<file path="src/rtl/herloa_errmon_pkg.sv">
// Shared types and helpers for the HERLOA error-statistics monitor.
// Holds the run-control FSM encoding, default widths and the saturating adder.
// Pure package: no clocked logic, no latency, no flow control.
package herloa_errmon_pkg;

    typedef enum logic [1:0] {
        ST_IDLE  = 2'd0,
        ST_RUN   = 2'd1,
        ST_DRAIN = 2'd2,
        ST_DONE  = 2'd3
    } errmon_state_e;

    localparam int unsigned DEF_N     = 16;
    localparam int unsigned DEF_CNT_W = 32;
    localparam int unsigned DEF_ACC_W = 48;
    localparam int unsigned DEF_FRAC  = 16;

    // Working width of the saturating adder; accumulators up to this width.
    localparam int unsigned SAT_W = DEF_ACC_W;

    // Adds a + b and clamps to the all-ones value of a w-bit accumulator.
    // Result is {overflow, value}; overflow means the clamp was applied.
    function automatic logic [SAT_W:0] sat_add(
        input logic [SAT_W-1:0] a,
        input logic [SAT_W-1:0] b,
        input int unsigned      w
    );
        logic [SAT_W:0] one;
        logic [SAT_W:0] sum;
        logic [SAT_W:0] lim;
        one = {{SAT_W{1'b0}}, 1'b1};
        sum = {1'b0, a} + {1'b0, b};
        lim = (one << w) - one;
        if (sum > lim) begin
            return {1'b1, lim[SAT_W-1:0]};
        end
        return {1'b0, sum[SAT_W-1:0]};
    endfunction

endpackage

</file>
<file path="src/rtl/herloa_errmon_div.sv">
// Sequential restoring divider computing floor((ed << FRAC) / divisor).
// Latency: N+FRAC cycles of busy after the start edge, then a 1-cycle done pulse.
// Backpressure: start is ignored while busy; the caller must wait for busy low.
//
// Ports: clk/rst (sync, active-high), start, ed, divisor (must be non-zero),
//        busy, done (pulse, quo valid in that cycle), quo.
module herloa_errmon_div #(
    parameter int N    = 16,
    parameter int FRAC = 16
) (
    input  logic              clk,
    input  logic              rst,
    input  logic              start,
    input  logic [N-1:0]      ed,
    input  logic [N-1:0]      divisor,
    output logic              busy,
    output logic              done,
    output logic [N+FRAC-1:0] quo
);

    localparam int QW = N + FRAC;
    localparam int CW = $clog2(QW + 1);

    // dq_q starts as the dividend and fills with quotient bits from the LSB
    // as the dividend bits shift out of the MSB.
    logic [QW-1:0] dq_q,   dq_d;
    logic [N-1:0]  rem_q,  rem_d;
    logic [N-1:0]  dvs_q,  dvs_d;
    logic [CW-1:0] cnt_q,  cnt_d;
    logic          busy_q, busy_d;
    logic          done_q, done_d;
    logic [N:0]    trial;
    logic          ge;

    always_comb begin
        dq_d   = dq_q;
        rem_d  = rem_q;
        dvs_d  = dvs_q;
        cnt_d  = cnt_q;
        busy_d = busy_q;
        done_d = 1'b0;
        trial  = {rem_q, dq_q[QW-1]};
        ge     = 1'b0;
        if (busy_q) begin
            ge = (trial >= {1'b0, dvs_q});
            // Remainder is always below the divisor, so the low N bits of
            // the subtraction are exact.
            rem_d = ge ? (trial[N-1:0] - dvs_q) : trial[N-1:0];
            dq_d  = {dq_q[QW-2:0], ge};
            cnt_d = cnt_q - CW'(1);
            if (cnt_q == CW'(1)) begin
                busy_d = 1'b0;
                done_d = 1'b1;
            end
        end else if (start) begin
            dq_d   = {ed, {FRAC{1'b0}}};
            rem_d  = '0;
            dvs_d  = divisor;
            cnt_d  = CW'(QW);
            busy_d = 1'b1;
        end
    end

    always_ff @(posedge clk) begin
        if (rst) begin
            dq_q   <= '0;
            rem_q  <= '0;
            dvs_q  <= '0;
            cnt_q  <= '0;
            busy_q <= 1'b0;
            done_q <= 1'b0;
        end else begin
            dq_q   <= dq_d;
            rem_q  <= rem_d;
            dvs_q  <= dvs_d;
            cnt_q  <= cnt_d;
            busy_q <= busy_d;
            done_q <= done_d;
        end
    end

    assign busy = busy_q;
    assign done = done_q;
    assign quo  = dq_q;

endmodule

</file>
<file path="src/rtl/herloa_err_monitor.sv">
// Error-statistics collector for the HERLOA approximate adder (ER/MED/NMED/MRED terms).
// Latency: sample accepted at edge t lands in err_cnt/sum_ed/max_ed at edge t+1.
// Backpressure: in_ready only in RUN with samples left; with HERLOA_ERRMON_MRED_EN
//               it also drops for N+FRAC cycles while a relative-error divide runs.
//
// Ports: clk, rst (sync, active-high), start/num_samples (run control),
//        in_valid/in_ready/approx_s/exact_s (sample stream),
//        busy/done, sample_cnt/err_cnt/sum_ed/max_ed/sat (statistics),
//        zero_cnt/sum_red (relative-error terms, live only with HERLOA_ERRMON_MRED_EN).
// Accumulator width ACC_W must not exceed herloa_errmon_pkg::SAT_W.
module herloa_err_monitor
    import herloa_errmon_pkg::*;
#(
    parameter int N     = DEF_N,
    parameter int CNT_W = DEF_CNT_W,
    parameter int ACC_W = DEF_ACC_W,
    parameter int FRAC  = DEF_FRAC
) (
    input  logic             clk,
    input  logic             rst,
    input  logic             start,
    input  logic [CNT_W-1:0] num_samples,
    input  logic             in_valid,
    output logic             in_ready,
    input  logic [N-1:0]     approx_s,
    input  logic [N-1:0]     exact_s,
    output logic             busy,
    output logic             done,
    output logic [CNT_W-1:0] sample_cnt,
    output logic [CNT_W-1:0] err_cnt,
    output logic [ACC_W-1:0] sum_ed,
    output logic [N-1:0]     max_ed,
    output logic             sat,
    output logic [CNT_W-1:0] zero_cnt,
    output logic [ACC_W-1:0] sum_red
);

    errmon_state_e    state_q, state_d;
    logic [CNT_W-1:0] num_q, num_d;
    logic [CNT_W-1:0] sample_cnt_q, sample_cnt_d;
    logic [CNT_W-1:0] err_cnt_q, err_cnt_d;
    logic [CNT_W-1:0] zero_cnt_q, zero_cnt_d;
    logic [ACC_W-1:0] sum_ed_q, sum_ed_d;
    logic [ACC_W-1:0] sum_red_q, sum_red_d;
    logic [N-1:0]     max_ed_q, max_ed_d;
    logic             sat_q, sat_d;
    logic             busy_q, busy_d;
    logic             done_q, done_d;

    // Stage 1: per-sample distance and flags.
    logic             s1_vld_q, s1_vld_d;
    logic [N-1:0]     s1_ed_q, s1_ed_d;
    logic             s1_zero_q, s1_zero_d;

    logic [N-1:0]      ed;
    logic              rdy;
    logic              accept;
    logic              start_ok;
    logic              div_busy;
    logic              div_done;
    logic [N+FRAC-1:0] div_quo;
    logic [SAT_W:0]    ed_add;
    logic [SAT_W:0]    red_add;

`ifdef HERLOA_ERRMON_MRED_EN
    localparam bit MRED = 1'b1;

    // Divide launches straight from the accepted sample so the divider is
    // already busy in the following cycle and in_ready drops immediately.
    logic div_start;
    assign div_start = accept && (ed != '0) && (exact_s != '0);

    herloa_errmon_div #(
        .N    (N),
        .FRAC (FRAC)
    ) u_div (
        .clk     (clk),
        .rst     (rst),
        .start   (div_start),
        .ed      (ed),
        .divisor (exact_s),
        .busy    (div_busy),
        .done    (div_done),
        .quo     (div_quo)
    );
`else
    localparam bit MRED = 1'b0;

    assign div_busy = 1'b0;
    assign div_done = 1'b0;
    assign div_quo  = '0;
`endif

    always_comb begin
        // Magnitude of the difference taken on the unsigned values, so a
        // full-scale gap (0xFFFF vs 0) is not folded back by modular wrap.
        ed       = (approx_s >= exact_s) ? (approx_s - exact_s) : (exact_s - approx_s);
        rdy      = (state_q == ST_RUN) && (sample_cnt_q < num_q) && !div_busy;
        accept   = in_valid && rdy;
        start_ok = start && ((state_q == ST_IDLE) || (state_q == ST_DONE));

        state_d      = state_q;
        num_d        = num_q;
        sample_cnt_d = sample_cnt_q;
        err_cnt_d    = err_cnt_q;
        zero_cnt_d   = zero_cnt_q;
        sum_ed_d     = sum_ed_q;
        sum_red_d    = sum_red_q;
        max_ed_d     = max_ed_q;
        sat_d        = sat_q;

        s1_vld_d  = accept;
        s1_ed_d   = ed;
        s1_zero_d = (exact_s == '0);

        ed_add  = sat_add(SAT_W'(sum_ed_q), SAT_W'(s1_ed_q), ACC_W);
        red_add = sat_add(SAT_W'(sum_red_q), SAT_W'(div_quo), ACC_W);

        if (accept) begin
            sample_cnt_d = sample_cnt_q + CNT_W'(1);
        end

        // Stage 2: fold the registered sample into the statistics.
        if (s1_vld_q) begin
            if (s1_ed_q != '0) begin
                err_cnt_d = err_cnt_q + CNT_W'(1);
            end
            sum_ed_d = ed_add[ACC_W-1:0];
            sat_d    = sat_d | ed_add[SAT_W];
            if (s1_ed_q > max_ed_q) begin
                max_ed_d = s1_ed_q;
            end
            if (MRED && s1_zero_q) begin
                zero_cnt_d = zero_cnt_q + CNT_W'(1);
            end
        end

        if (div_done) begin
            sum_red_d = red_add[ACC_W-1:0];
            sat_d     = sat_d | red_add[SAT_W];
        end

        case (state_q)
            ST_IDLE, ST_DONE: begin
                if (start_ok) begin
                    state_d = (num_samples == '0) ? ST_DRAIN : ST_RUN;
                end
            end
            ST_RUN: begin
                // Leave on the edge that accepts the final sample, so DRAIN
                // coincides with that sample's stage-2 update.
                if (accept && (sample_cnt_d == num_q)) begin
                    state_d = ST_DRAIN;
                end
            end
            ST_DRAIN: begin
                // A divider done pulse in this cycle is consumed on this edge.
                if (!div_busy) begin
                    state_d = ST_DONE;
                end
            end
            default: state_d = ST_IDLE;
        endcase

        if (start_ok) begin
            num_d        = num_samples;
            sample_cnt_d = '0;
            err_cnt_d    = '0;
            zero_cnt_d   = '0;
            sum_ed_d     = '0;
            sum_red_d    = '0;
            max_ed_d     = '0;
            sat_d        = 1'b0;
            s1_vld_d     = 1'b0;
        end

        busy_d = (state_d == ST_RUN) || (state_d == ST_DRAIN);
        done_d = (state_d == ST_DONE);
    end

    always_ff @(posedge clk) begin
        if (rst) begin
            state_q      <= ST_IDLE;
            num_q        <= '0;
            sample_cnt_q <= '0;
            err_cnt_q    <= '0;
            zero_cnt_q   <= '0;
            sum_ed_q     <= '0;
            sum_red_q    <= '0;
            max_ed_q     <= '0;
            sat_q        <= 1'b0;
            busy_q       <= 1'b0;
            done_q       <= 1'b0;
            s1_vld_q     <= 1'b0;
            s1_ed_q      <= '0;
            s1_zero_q    <= 1'b0;
        end else begin
            state_q      <= state_d;
            num_q        <= num_d;
            sample_cnt_q <= sample_cnt_d;
            err_cnt_q    <= err_cnt_d;
            zero_cnt_q   <= zero_cnt_d;
            sum_ed_q     <= sum_ed_d;
            sum_red_q    <= sum_red_d;
            max_ed_q     <= max_ed_d;
            sat_q        <= sat_d;
            busy_q       <= busy_d;
            done_q       <= done_d;
            s1_vld_q     <= s1_vld_d;
            s1_ed_q      <= s1_ed_d;
            s1_zero_q    <= s1_zero_d;
        end
    end

    assign in_ready   = rdy;
    assign busy       = busy_q;
    assign done       = done_q;
    assign sample_cnt = sample_cnt_q;
    assign err_cnt    = err_cnt_q;
    assign sum_ed     = sum_ed_q;
    assign max_ed     = max_ed_q;
    assign sat        = sat_q;
    assign zero_cnt   = zero_cnt_q;
    assign sum_red    = sum_red_q;

endmodule
</file>
<file path="config.mk">
export PLATFORM = sky130hd
export DESIGN_NAME = herloa_err_monitor
export DESIGN_NICKNAME = d
export VERILOG_FILES = /design/src/rtl/herloa_errmon_pkg.sv /design/src/rtl/herloa_errmon_div.sv /design/src/rtl/herloa_err_monitor.sv
export SDC_FILE = /design/constraint.sdc
export NUM_CORES = 1
export LEC_CHECK = 0
export ABC_AREA = 1
export BUFFER_PORTS_ARGS = -buffer_cell sky130_fd_sc_hd__buf_4
export CORE_MARGIN = 1
export CORE_UTILIZATION = 60
export DETAILED_ROUTE_END_ITERATION = 8
export GPL_TIMING_DRIVEN = 0
export PLACE_DENSITY = 0.87
export SLEW_MARGIN = 40
export SYNTH_ARGS = -nofsm -noshare
export SYNTH_HDL_FRONTEND = slang
export SYNTH_SLANG_ARGS = --single-unit
</file>
<file path="constraint.sdc">
create_clock -name clk -period 6.19 [get_ports clk]
set_input_delay 1.238 -clock clk [delete_from_list [all_inputs] [get_ports clk]]
set_output_delay 1.238 -clock clk [all_outputs]
set_load 0.02 [all_outputs]
</file>
==> results of run 1 <==
[per-stage QoR]
step	util, %	worst slack [ps]
6_report	74.3	2030
2_1_floorplan	-	2870
4_1_cts	74.3	2140
3_5_place_dp	71.5	1690
3_3_place_gp	71.5	1770
5_1_grt	74.3	1770
[layout make-up]
class                           instances  share of cell area [%]
Clock buffer                           18                    2.73
Multi-Input combinational cell       1423                    49.4
Buffer                                128                    5.21
Clock inverter                         14                    1.04
Timing Repair Buffer                  198                    9.46
Antenna cell                            1                  0.0159
Inverter                              285                    6.81
Tap cell                              275                    2.19
Sequential cell                       182                    23.2
[cell families after synthesis]
kind of cell	after synthesis	share of synthesized area [%]
compound gates	400	16.5
buf+inv	413	14.5
xor+xnor	55	3.71
flops	182	28.1
fa+ha+maj	102	10.0
simple gates	782	26.8
mux	4	0.318
other cells	1	0.0289
[flip-flops by register name, summed over array words and instances (netlist names)]
| signal | cells |
|---|---|
| num_q | 32 |
| sum_ed | 48 |
| max_ed | 16 |
| s1_vld_q | 1 |
| done | 1 |
| err_cnt | 32 |
| sample_cnt | 32 |
| s1_ed_q | 16 |
| state_q | 2 |
| sat | 1 |
| busy | 1 |
[layer usage]
metal	part of all wire (%)	wire [um]	global-route usage, %	up-vias
met1	41	17100	47.8	6484
li1	-	-	-	6865
met2	46	19400	62.8	726
met3	9.4	3930	6.18	93
met4	3.1	1310	15.3	0
met5	0	0	0	-
[cell usage after synthesis (all sizes together) (4+ instances only)]
cell type,count
clkbuf,32
xnor2,12
o211ai,4
nor2,148
or2,7
ha,99
buf,96
nand3,107
a31oi,5
a21oi,197
inv,284
nor3,64
xor2,43
dfxtp,182
nand4,46
o21ai,159
o21a,10
a221oi,5
nand2,375
nor4,28
[report_power, final]
group / switching, W / internal [W]
registers: 0.000150 / 0.00132
clock network: 0.000530 / 0.000576
logic: 0.00118 / 0.000594
[worst min-delay path by stage]
| stage | startpoint | end | slack [ps] | cells past startpoint |
|---|---|---|---|---|
| CTS | sat$_SDFFE_PP0P_ | sat$_SDFFE_PP0P_ | 470 | 1 |
| global route | err_cnt[31]$_SDFFE_PP0P_ | err_cnt[31]$_SDFFE_PP0P_ | 500 | 1 |
| global placement | err_cnt[31]$_SDFFE_PP0P_ | err_cnt[31]$_SDFFE_PP0P_ | 450 | 1 |
| finish | sat$_SDFFE_PP0P_ | sat$_SDFFE_PP0P_ | 470 | 1 |
| floorplan | num_q[0]$_SDFFE_PP0P_ | num_q[0]$_SDFFE_PP0P_ | 460 | 2 |
| detailed placement | sat$_SDFFE_PP0P_ | sat$_SDFFE_PP0P_ | 450 | 1 |
[worst register-to-register path, stage by stage (launching register included)]
cell and delay, ps:
dfxtp_1 330, inv_1 80, ha_1 300, nand2_1 90
nor2_1 230, nand2_1 220, nor4b_4 320, nand2_4 150
nand3_4 170, buf_2 330, nand2_1 80, nand2_1 90
o21ai_0 170, nor2_1 150, nand3_1 100, nor2_1 230
nand3_1 200, nand3_1 110, nand3_1 80, nand2_1 100
inv_1 50, ha_1 280, inv_1 50, nor2_1 40
==> flow_summary.yaml, run 1 <==
run_status:
  status: "complete, no violations"
final_layout:
  stdcell_area_sq_um: 15700
  final_cells: 2524
  fin_nets: 2405
  ff_latch_area_sq_um: 3640
  multiInputGateArea_sq_um: 7750
  fillCellCount: 1772
  final_cell_mix: "374 x nand2_1, 280 x buf_4, 279 x inv_1, 195 x a21oi_1, 182 x dfxtp_1"
  syn_to_final_growth_pct: 21.0
  drive_above_1_share_pct: 15.8
  final_common_cell: "nand2_1"
synth:
  yosysUniqueCellTypes: 58
  synth_area_per_cell_sq_um: 6.70
  synth-main-ff-cell: "dfxtp_1"
  ys_warn_count: 0
  synth_top_cell_area_share_pct: 28.1
  yosys-top-cells-area: "dfxtp_1 28%, nand2_1 11%, ha_1 9.5%"
  yosysSeqAreaShare_pct: 28.1
  synth_edf_count: 0
  synth_seq_cells: 182
  async_flop_share_pct: 0
  syn_inst: 1939
  synth_top_cell_by_area: "dfxtp_1"
  synthesis.area_sq_um: 13000
placement:
  place.gp.congestion: 1.01
  dp_hpwl_mm: 33.4
  dp_cells: 2491
  dpl-instance-area_sq_um: 15100
  io_buffers: 198
sta:
  skew_ps: 12.9
  tns_ps: 0
  tightest_slew_ps: 781
  rsz0062_at_grt: "false"
  fmax_ghz: 0.241
  slew_violations: 0
  finalCritPeriodShare_pct: 67.2
  whs_ps: 471
  post-route-min-period_ps: 4160
  slew_headroom_pct: 47.4
  hold_viol: 0
  setup-violations-final: 0
clock_tree:
  insertion_delay_ps: 450
  clk_pin_slew_ps: 70
  cts_buffer_depth: 2
  cts_root_buf: "clkbuf_16"
  cts_buffers: 17
  postCtsSetupBuffers: 0
  postCtsHoldBufs: 0
  tritoncts: "yes"
  cts.repair.resized: 0
  htreeDepth: 4
  cts.sinks: 182
setup_path:
  cp-startpoint: "in_valid"
  path_delay_family: "simple AND/OR/NAND/NOR gates"
  critPathArrivalTime_ps: 4480
  crit_path_cell_trace: "buf_4 -> buf_1 -> nand3_1 -> nor2_1 -> nand2_1 -> nor2_1 -> nand4_1 -> nand3_1 -> nand2_1 -> nor2_1 -> nand2_1 -> inv_1 -> nand2_1 -> nor2_1 -> nand3_1 -> nand3_1 -> nand3_1 -> nand2_1 -> inv_1 -> ha_1 -> inv_1 -> nor2_1"
  r2r-end: "busy$_SDFF_PP0_"
  cp-endpoint: "busy$_SDFF_PP0_"
  r2r_slack_ps: 2110
  max_stage_delay_ps: 510
  cp_slowest_cell: "buf_1"
  criticalPathCategory: "in2reg"
  worstPathMaxFanout: 10
  start_kind: "primary input"
  regToRegStartpoint: "num_q[31]$_SDFFE_PP0P_"
  end_kind: "register"
  critPathRequiredTime_ps: 6510
  cp.depth: 22
  critPathBufInv: 5
  rr_worst_depth: 23
detailed_routing:
  via_per_inst: 5.61
  routed_wirelength_mm: 41.8
  first_iter_violations: 1175
  drt-wirelength-per-cell_um: 16.6
  drc: 0
  antenna_left: 0
  num_vias: 14168
  dr.pass1.iters: 5
floorplanning:
  die_w_um: 149
  core_region_area_sq_um: 21200
  start_util_pct: 61.4
  dieArea_sq_um: 22200
  io_pins: 280
  die_h_um: 149
  rows: 53
global_route:
  grt_overflow: 0
  grt_max_degree: 19
  grt_pass1_vias: 13318
  grt_first_pass_wirelength_mm: 65.8
  antenna_found_initial: 0
  track_usage_pct: 37.5
run:
  maxCapViolations: 0
pwr:
  p_total_w: 0.00434
  p_per_area_nw_per_um2: 276
  peakVddDrop_mv: 0.203
  p_leak_nw: 7.40
hold_path:
  hold_path_class: "reg2reg"
Power figures use the tool's default switching activity.
==> inputs of run 2 (changes only) <==
Settings changed: ABC_AREA 1 to 0, CORE_UTILIZATION 60 to 50, PLACE_DENSITY 0.87 to 0.78.
Clock period 6.19 ns to 3.71 ns, I/O delays scaled along.
==> flow_summary.yaml, run 2 <==
run_status:
  status: "complete, but fails checks"
  violations: "negative setup slack"
final_layout:
  final_cell_mix: "319 x buf_4, 156 x nand2_1, 153 x nor2_1, 141 x a21oi_1, 131 x dfxtp_1"
  final_cells: 2249
  final_common_cell: "buf_4"
  largest_reg_flops: 48
  ff_latch_area_sq_um: 3750
  n_antenna_cell: 0
  syn_to_final_growth_pct: 30.4
  fillCellCount: 2026
  multiInputGateArea_sq_um: 8370
  final_util_pct: 66.6
  fin_nets: 2083
  drive_above_1_share_pct: 26.4
  stdcell_area_sq_um: 16200
placement:
  dp_hpwl_mm: 28.9
  pre_cts_ws_ps: -899
  dp_cells: 2179
  dpl-instance-area_sq_um: 14900
  place.gp.congestion: 0.947
  io_buffers: 198
sta:
  fmax_ghz: 0.233
  finalWorstSetupSlack_ps: -574
  tightest_slew_ps: 846
  finalCritPeriodShare_pct: 115
  skew_ps: 15.3
  slew_violations: 0
  rsz0062_at_grt: "true"
  hold_viol: 0
  slew_headroom_pct: 42.8
  post-route-min-period_ps: 4280
  setup-violations-final: 4
synth:
  yosysUniqueCellTypes: 78
  yosysSeqAreaShare_pct: 29.2
  synth_top_cell_by_area: "dfxtp_1"
  synthMostInstantiatedCell: "dfxtp_1"
  synth_edf_count: 0
  ys_top_cells_by_count: "182 x dfxtp_1, 158 x nand2_1, 156 x nor2_1"
  yosys-top-cells-area: "dfxtp_1 29%, ha_1 9.9%, a21oi_1 6.0%"
  async_flop_share_pct: 0
  synth-main-ff-cell: "dfxtp_1"
  synth_top_cell_area_share_pct: 29.2
  synth_seq_cells: 182
  syn_inst: 1578
  ys_warn_count: 0
  synthesis.area_sq_um: 12500
  synth_area_per_cell_sq_um: 7.90
setup_path:
  critPathRequiredTime_ps: 4030
  criticalPathCategory: "reg2reg"
  worstPathMaxFanout: 5
  max_stage_delay_ps: 500
  critPathArrivalTime_ps: 4600
  end_kind: "register"
  crit_path_cell_trace: "inv_1 -> ha_4 -> a21oi_1 -> o21ai_2 -> a41oi_4 -> o41ai_4 -> buf_6 -> buf_12 -> a2111oi_4 -> xnor2_2 -> a2111o_1 -> or4_4 -> or4_4 -> a21oi_4 -> nor2_2 -> ha_2 -> nor2b_4"
  cp.depth: 17
  start_kind: "register"
  rr_worst_depth: 17
  cp_slowest_cell: "or4_4"
  critPathBufInv: 3
  cpMostUsedCell: "or4_4"
  path_delay_family: "compound AO/OA/AOI/OAI gates"
detailed_routing:
  num_vias: 12489
  routed_wirelength_mm: 38.3
  dr.pass1.iters: 8
  drt-wirelength-per-cell_um: 17.1
  via_per_inst: 5.55
  first_iter_violations: 873
  antenna_left: 0
  drc: 0
global_route:
  grt_max_degree: 19
  track_usage_pct: 28.7
  grt_pass1_vias: 11715
  grt_first_pass_wirelength_mm: 59.2
  grt_overflow: 0
  antenna_found_initial: 2
pwr:
  power_switching_w: 0.00172
  p_comb_share_pct: 24.7
  p_per_area_nw_per_um2: 320
  p_sw_share_pct: 33.2
  peakVddDrop_mv: 0.322
  pwr-share-seq_pct: 40.6
  p_leak_nw: 6.99
  internal-power_w: 0.00347
  pwr-share-clk_pct: 34.7
floorplanning:
  die_w_um: 160
  start_util_pct: 51.1
  dieArea_sq_um: 25600
  core_region_area_sq_um: 24400
  die_h_um: 160
  io_pins: 280
  rows: 57
run:
  maxCapViolations: 0
clock_tree:
  cts.sinks: 182
  clk_pin_slew_ps: 70
  htreeDepth: 4
  tritoncts: "yes"
  insertion_delay_ps: 450
  postCtsHoldBufs: 0
  cts_buffer_depth: 2
  cts_buffers: 17
  cts_root_buf: "clkbuf_16"
hold_path:
  hold_path_class: "reg2reg"
  hold_depth: 2
## run 2: final cells by class
cell class / instances / share of cell area [%]
Tap cell: 324 / 2.49
Multi-Input combinational cell: 1217 / 51.5
Clock buffer: 18 / 2.70
Buffer: 140 / 5.41
Clock inverter: 13 / 0.824
Inverter: 117 / 2.72
Timing Repair Buffer: 238 / 11.3
Sequential cell: 182 / 23.1
## run 2: power groups by stage
stage	clock network, W	logic, W	registers [W]
final	0.00180	0.00128	0.00211
after floorplan	0	0.000829	0.00212
after CTS	0.00181	0.00120	0.00210
after global placement	0	0.00109	0.00215
after global routing	0.00188	0.00140	0.00211
after detailed placement	0	0.00112	0.00215
## run 2: logic make-up after synthesis
group,count (synthesis),share of synthesized area [%]
compound gates,336,17.7
buf+inv,258,10.4
mux,40,3.27
simple gates,542,20.7
xor+xnor,117,8.22
flops,182,29.2
fa+ha+maj,102,10.4
other cells,1,0.0301
## run 2: per-stage QoR
step                hold slack, ps  TNS (ps)  power, W
floorplan                      449      -388   0.00295
global placement               452    -14300   0.00323
detailed placement             459    -11910   0.00327
CTS                            476     -1370   0.00511
global route                   494     -1920   0.00539
finish                         473     -1460   0.00519
## run 2: path summary, 6_finish.rpt
check                                            from                    end  slack [ps]
worst min-delay path            num_q[1]$_SDFFE_PP0P_  num_q[1]$_SDFFE_PP0P_         470
worst min register to register  num_q[1]$_SDFFE_PP0P_  num_q[1]$_SDFFE_PP0P_         470
worst max-delay path            num_q[7]$_SDFFE_PP0P_        busy$_SDFF_PP0_        -570
worst max register to register  num_q[7]$_SDFFE_PP0P_        busy$_SDFF_PP0_        -570
## run 2: tightest hold or removal path: cells and delay by family (launching register included)
family	cells	cell delay, ps
AND/OR/NAND/NOR	1	50
AO/OA/AOI/OAI	1	50
flip-flops	1	330
## run 2: layer usage
metal	vias to the layer above	global-route usage (%)	part of all wire (%)
met2	574	48.3	47
met3	116	5.84	8.5
li1	5981	-	-
met4	4	11.9	3.5
met1	5814	35.5	41
met5	-	0	0.070
## run 2: timing repair
item / 4_1_cts / 5_1_grt
endpoints found under the hold margin: 0 / 0
buffers inserted: 28 / 12
endpoints found under the setup margin: 27 / 38
pin swaps: 25 / 11
gates resized for setup: 41 / 64
